--- src/rtl/alu_exec_latch.sv ---
// Execute-stage output register behind the 64-bit ALU: valid/ready result
// latch, architectural NZCV register and registered branch decision.
module alu_exec_latch #(
  parameter int WIDTH = 64
) (
  input  logic             clk,
  input  logic             reset,
  input  logic             in_valid,
  output logic             in_ready,
  input  logic [WIDTH-1:0] alu_result,
  input  logic             alu_negative,
  input  logic             alu_zero,
  input  logic             alu_overflow,
  input  logic             alu_carry_out,
  input  logic             set_flags,
  input  logic             is_bcond,
  input  logic             is_cbz,
  input  logic             is_cbnz,
  input  logic [3:0]       cond,
  input  logic [4:0]       rd,
  input  logic             reg_write,
  input  logic             flush,
  output logic             out_valid,
  input  logic             out_ready,
  output logic [WIDTH-1:0] out_result,
  output logic [4:0]       out_rd,
  output logic             out_reg_write,
  output logic             branch_taken,
  output logic [3:0]       flags_q
);

  logic             out_valid_q,     out_valid_d;
  logic [WIDTH-1:0] out_result_q,    out_result_d;
  logic [4:0]       out_rd_q,        out_rd_d;
  logic             out_reg_write_q, out_reg_write_d;
  logic             branch_taken_q,  branch_taken_d;
  logic [3:0]       flags_d;

  logic accept;
  logic cond_base;
  logic cond_pass;
  logic decision;
  logic f_n, f_z, f_c, f_v;

  assign in_ready = ~out_valid_q | out_ready;
  assign accept   = in_valid & in_ready & ~flush;
  assign {f_n, f_z, f_c, f_v} = flags_q;

  // B.cond evaluation against the pre-update architectural flags; odd
  // codes invert the even base condition, except the 111x always-taken pair.
  always_comb begin
    cond_base = 1'b0;
    case (cond[3:1])
      3'b000:  cond_base = f_z;
      3'b001:  cond_base = f_c;
      3'b010:  cond_base = f_n;
      3'b011:  cond_base = f_v;
      3'b100:  cond_base = f_c & ~f_z;
      3'b101:  cond_base = (f_n == f_v);
      3'b110:  cond_base = ~f_z & (f_n == f_v);
      default: cond_base = 1'b1;
    endcase
    cond_pass = (cond[3:1] == 3'b111) ? 1'b1 : (cond_base ^ cond[0]);
  end

  // Branch decision with priority B.cond > CBZ > CBNZ.
  always_comb begin
    decision = 1'b0;
    if (is_bcond)     decision = cond_pass;
    else if (is_cbz)  decision = alu_zero;
    else if (is_cbnz) decision = ~alu_zero;
  end

  // Next-state for the pipeline register and flags: flush beats accept,
  // accept beats drain, otherwise hold.
  always_comb begin
    out_valid_d     = out_valid_q;
    out_result_d    = out_result_q;
    out_rd_d        = out_rd_q;
    out_reg_write_d = out_reg_write_q;
    branch_taken_d  = branch_taken_q;
    flags_d         = flags_q;
    if (flush) begin
      out_valid_d     = 1'b0;
      out_reg_write_d = 1'b0;
      branch_taken_d  = 1'b0;
    end else if (accept) begin
      out_valid_d     = 1'b1;
      out_result_d    = alu_result;
      out_rd_d        = rd;
      out_reg_write_d = reg_write;
      branch_taken_d  = decision;
      if (set_flags) begin
        flags_d = {alu_negative, alu_zero, alu_carry_out, alu_overflow};
      end
    end else if (out_valid_q & out_ready) begin
      out_valid_d     = 1'b0;
      out_reg_write_d = 1'b0;
      branch_taken_d  = 1'b0;
    end
  end

  // State registers with synchronous reset.
  always_ff @(posedge clk) begin
    if (reset) begin
      out_valid_q     <= 1'b0;
      out_result_q    <= '0;
      out_rd_q        <= '0;
      out_reg_write_q <= 1'b0;
      branch_taken_q  <= 1'b0;
      flags_q         <= '0;
    end else begin
      out_valid_q     <= out_valid_d;
      out_result_q    <= out_result_d;
      out_rd_q        <= out_rd_d;
      out_reg_write_q <= out_reg_write_d;
      branch_taken_q  <= branch_taken_d;
      flags_q         <= flags_d;
    end
  end

  assign out_valid     = out_valid_q;
  assign out_result    = out_result_q;
  assign out_rd        = out_rd_q;
  assign out_reg_write = out_reg_write_q & out_valid_q;
  assign branch_taken  = branch_taken_q & out_valid_q;

endmodule

--- config.mk ---
export PLATFORM = sky130hd
export DESIGN_NAME = alu_exec_latch
export DESIGN_NICKNAME = d
export VERILOG_FILES = /design/src/rtl/alu_exec_latch.sv
export SDC_FILE = /design/constraint.sdc
export NUM_CORES = 1
export LEC_CHECK = 0
export ABC_AREA = 1
export BUFFER_PORTS_ARGS = -buffer_cell sky130_fd_sc_hd__buf_2
export CAP_MARGIN = 20
export CORE_UTILIZATION = 46
export DETAILED_ROUTE_END_ITERATION = 8
export GPL_ROUTABILITY_DRIVEN = 0
export PLACE_DENSITY = 0.84
export SYNTH_ARGS = -nofsm -noshare
export SYNTH_HDL_FRONTEND = slang
export SYNTH_SLANG_ARGS = --single-unit
--- constraint.sdc ---
create_clock -name clk -period 1.7 [get_ports clk]
set_input_delay 0.34 -clock clk [delete_from_list [all_inputs] [get_ports clk]]
set_output_delay 0.34 -clock clk [all_outputs]
set_load 0.02 [all_outputs]
; ---- Yosys cells after proc, flatten, opt, wreduce, memory -nomap -nowiden
; Index checks and enable logic that the tools add are counted.
[classes]
add_sub_neg = 0
multipliers = 0
div_mod_pow = 0
n_lt_le_gt_ge = 0
n_eq_ne = 8
shifts = 0
muxes = 9
bitwise = 13
reduce_logical = 5
[ops]
columns = operator, n
row1 = "equality test 3 bit, second input constant", 4
row2 = two-way mux 1 bit, 8
row3 = AND 1 bit, 7
row4 = one-hot mux 1 bit (7 select lines), 1
row5 = "equality test 3 x 2 -> 1 bit, second input constant", 2
row6 = inverter 1 bit, 4
row7 = "equality test 3 x 1 -> 1 bit, second input constant", 1
row8 = zero test 3 bit, 1
row9 = AND reduction 3 bit, 1
row10 = AND reduction 2 bit, 1
row11 = nonzero test 2 bit, 1
row12 = OR reduction 2 bit, 1
row13 = equality test 1 bit, 1
row14 = bitwise OR 1 bit, 1
row15 = bitwise XOR 1 bit, 1
[totals]
register_bits = 76
latchBits = 0
ramBits = 0
mem_bits_ro = 0
output_inout_bits = 77
wordCells = 41
n_memories = 0

; ---- Depth between registers and ports, before layout
[logic_depth]
word_depth = 7
mapped_depth = 10

; ---- Worst setup path before layout
; Ideal clock, no wire load.
[synth_path]
kind = reg2reg
start = reg out_valid_q, in the netlist out_valid
end = reg out_result_q[44], in the netlist out_result[44]
setup_ns = 0.116
t_arrival_ns = 1.174
required_time_ns = 1.584
slack_ns = 0.410
path_stages_with_launch = 8
n_path_buf = 2
synth_period_minus_slack_ns = 1.290
cell_sequence = dfxtp_1 > inv_2 > nor2_2 > nor3_4 > buf_6 > buf_2 > o21ai_0 > nor2_1
[synth_between]
elab_chain_len = 5
[synth_lines]
columns = element, line_no
row1 = "start, declared", 32  ; logic out_valid_q, out_valid_d;
row2 = "start signal, assigned", 113  ; out_valid_q <= out_valid_d;
row3 = inverter 1 bit, 45  ; assign in_ready = ~out_valid_q | out_ready;
row4 = bitwise OR 1 bit, 45
row5 = AND 1 bit (2 in a row), 46  ; assign accept = in_valid & in_ready & ~flush;
row6 = AND reduction 2 bit (no source line), n/a
row7 = "end signal, assigned", 114  ; out_result_q <= out_result_d;
row8 = "end, declared", 33  ; logic [WIDTH-1:0] out_result_q, out_result_d;
; Every way passes these cells.
; A chain may end at the register's enable or synchronous reset.

; ---- Worst setup path in the final report
[layout_path]
start = reg out_valid_q, in the netlist out_valid
end = out in_ready
[layout_between]
elab_chain_len = 2
[layout_lines]
columns = element, line_no
row1 = inverter 1 bit, 45
row2 = bitwise OR 1 bit, 45
row3 = "end, declared", 9  ; output logic in_ready,
; Every way passes these cells.

==> out/metrics.cfg <==
[status]
status = finished, final reports clean

[logic_synthesis]
yosys.area.top_type = dfxtp_1
synthTopCellsByArea = dfxtp_1 54%, nor2_1 19%, o21ai_0 10%, nand2_1 2.4%, buf_2 2.3%
syn_inst = 371
yosysWarnings = 0
avgSynthCellArea_um2 = 7.53
yosys.area.top_type_share = 0.545
ys_seq_elements = 76
syn-num-nets = 458
synth_cell_types = 17
netlist_area_mm2 = 0.00279
ys_seq_area_frac = 0.545

[worst_setup_path]
start_kind = flip-flop
critPathSlowestCell = dfxtp_1
critPathMaxFanout = 5
cp_top_family = flip-flops
crit_type = reg2out
cp-end-kind = primary output
startpoint = out_valid$_SDFFE_PP0P_
r2r_start = out_valid$_SDFFE_PP0P_
critPathArrivalTime_ns = 1.16
critPathRequiredTime_ns = 1.36
path_buf_inv = 3
cp_cell_sequence = inv_2, nor2_2, inv_1, buf_2
slowest_delay_ns = 0.41

[hold_path]
hp-class = in2reg
hold_start = alu_result[50]

[routing]
firstDrtPassIters = 4
num_vias = 2933
drt_iter0_drc = 86
drc = 0
routed_via_density = 4.82
ant_nets = 0
wirelength_um = 7400
avgRoutedWirePerCell_um = 12.2

[timing]
slew-limit-headroom = 0.815
fin_crit_sh = 0.883
hold_viol = 0
clock-skew-final_ns = 0.00666
worstMarginPinSlew_ns = 0.277
clock.fmax_mhz = 666
min_period_ns = 1.50
rsz0062_at_grt = no
tns_ns = 0
finalSetupViolations = 0
slew_violations = 0

[floorplan]
start_util = 0.474
dieArea_mm2 = 0.00639
ios = 164
core-area_mm2 = 0.00589
dieHeight_um = 79.9
row_count = 28
dieWidth_um = 79.9

[clock_network]
clkLatencyLatePin_ns = 0.33
htree_levels = 3
cts_resized = 0
cts_buffer_depth = 2
cts_tree = built
post-cts-setup-buffers = 0
root_buffer = clkbuf_8
cts-hold-fix-buffers = 0
clk_pin_slew_ns = 0.08
cts_num_sinks = 76
cts_buffers = 9

[flow_run]
max_cap_viol_count = 0

[grt]
grt_use_total = 0.227
grt_overflow = 0
antenna_found_initial = 0
grt_pass1_wl_um = 11300
grt_pass1_vias = 2655
grt_max_degree = 72

[power_and_ir_drop]
power.density_mw_per_mm2 = 1010
vdd_drop_max_mv = 0.564
power_mw = 3.96
p_leak_nw = 2.09

[cells_and_area]
final_common_cell = buf_2
syn_to_final_growth_pct = 39.8
final_cell_mix = 163 x buf_2, 142 x nor2_1, 76 x dfxtp_1, 58 x o21ai_0, 18 x nand2_1
drive_gt1_frac = 0.354
nFillCells = 529
nNetsFinal = 616
num_antenna_cells = 0

[placed_design]
io_buffers = 163
dp_hpwl_um = 5120

## cells in the mapped netlist (all sizes together)
| cell | count |
|---|---|
| nand3 | 9 |
| o21ai | 71 |
| nor2 | 143 |
| clkbuf | 8 |
| inv | 17 |
| xnor2 | 1 |
| nand2 | 18 |
| or2 | 1 |
| dfxtp | 76 |
| nor3 | 1 |
| a21oi | 11 |
| buf | 14 |
| o31ai | 1 |
## final cells by class
| cell class | instances | area, µm² | share of cell area |
|---|---|---|---|
| Timing Repair Buffer | 169 | 923 | 0.236 |
| Tap cell | 75 | 93.8 | 0.0240 |
| Clock inverter | 5 | 60.1 | 0.0154 |
| Clock buffer | 11 | 141 | 0.0362 |
| Multi-Input combinational cell | 256 | 1100 | 0.282 |
| Inverter | 17 | 63.8 | 0.0163 |
| Sequential cell | 76 | 1520 | 0.390 |
## registers in the layout, indices dropped and copies added, names as in the netlist
| register | cells |
|---|---|
| out_result | 64 |
| out_rd | 5 |
| flags_q | 4 |
| branch_taken_q | 1 |
| out_reg_write_q | 1 |
| out_valid | 1 |
## logic make-up (layout without fill, tap and decap cells)
kind of cell,count (synthesis),in the layout,synth area share
compound gates,83,83,0.150
xor+xnor,1,1,0.00314
buf+inv,39,202,0.0609
simple gates,172,172,0.241
flops,76,76,0.545
## per-stage QoR
stage | std cells | area (µm²) | hold slack (ns) | util | worst slack [ns]
after floorplan | 371 | 2790 | 0.409 | - | 0.410
after global placement | 593 | 3700 | 0.457 | 0.629 | 0.347
after detailed placement | 593 | 3700 | 0.459 | 0.629 | 0.267
after CTS | 609 | 3910 | 0.208 | 0.663 | 0.174
after global routing | 609 | 3910 | 0.204 | 0.663 | 0.116
final | 609 | 3910 | 0.224 | 0.663 | 0.198
## worst reg2reg max path, stage by stage (launching register included)
cell and delay, ns:
dfxtp_1 0.41, inv_2 0.05, nor2_2 0.14, nor3_4 0.08, buf_4 0.15, buf_12 0.15
o21ai_0 0.21, nor2_1 0.07
## power by group
group          internal (mW)  switching [mW]  leakage [nW]
Combinational          0.247           0.395          1.37
Sequential              1.90          0.0581         0.626
Clock                  0.724           0.640        0.0999
Total                   2.87            1.09          2.09
## final timing paths
check	cells after the start	slack, ns	endpoint
min	3	0.22	out_result[50]$_SDFFE_PP0P_
min reg2reg	2	0.47	out_reg_write_q$_SDFFE_PP0P_
max reg2reg	7	0.33	out_result[6]$_SDFFE_PP0P_
max	4	0.20	in_ready
## layer usage
layer,track usage,share of wire,vias up
li1,-,-,1494
met1,0.263,0.43,1299
met2,0.382,0.47,127
met3,0.0674,0.086,13
met4,0.102,0.013,0
met5,0,0,-
Note: power is estimated with default switching activity, not from simulation.
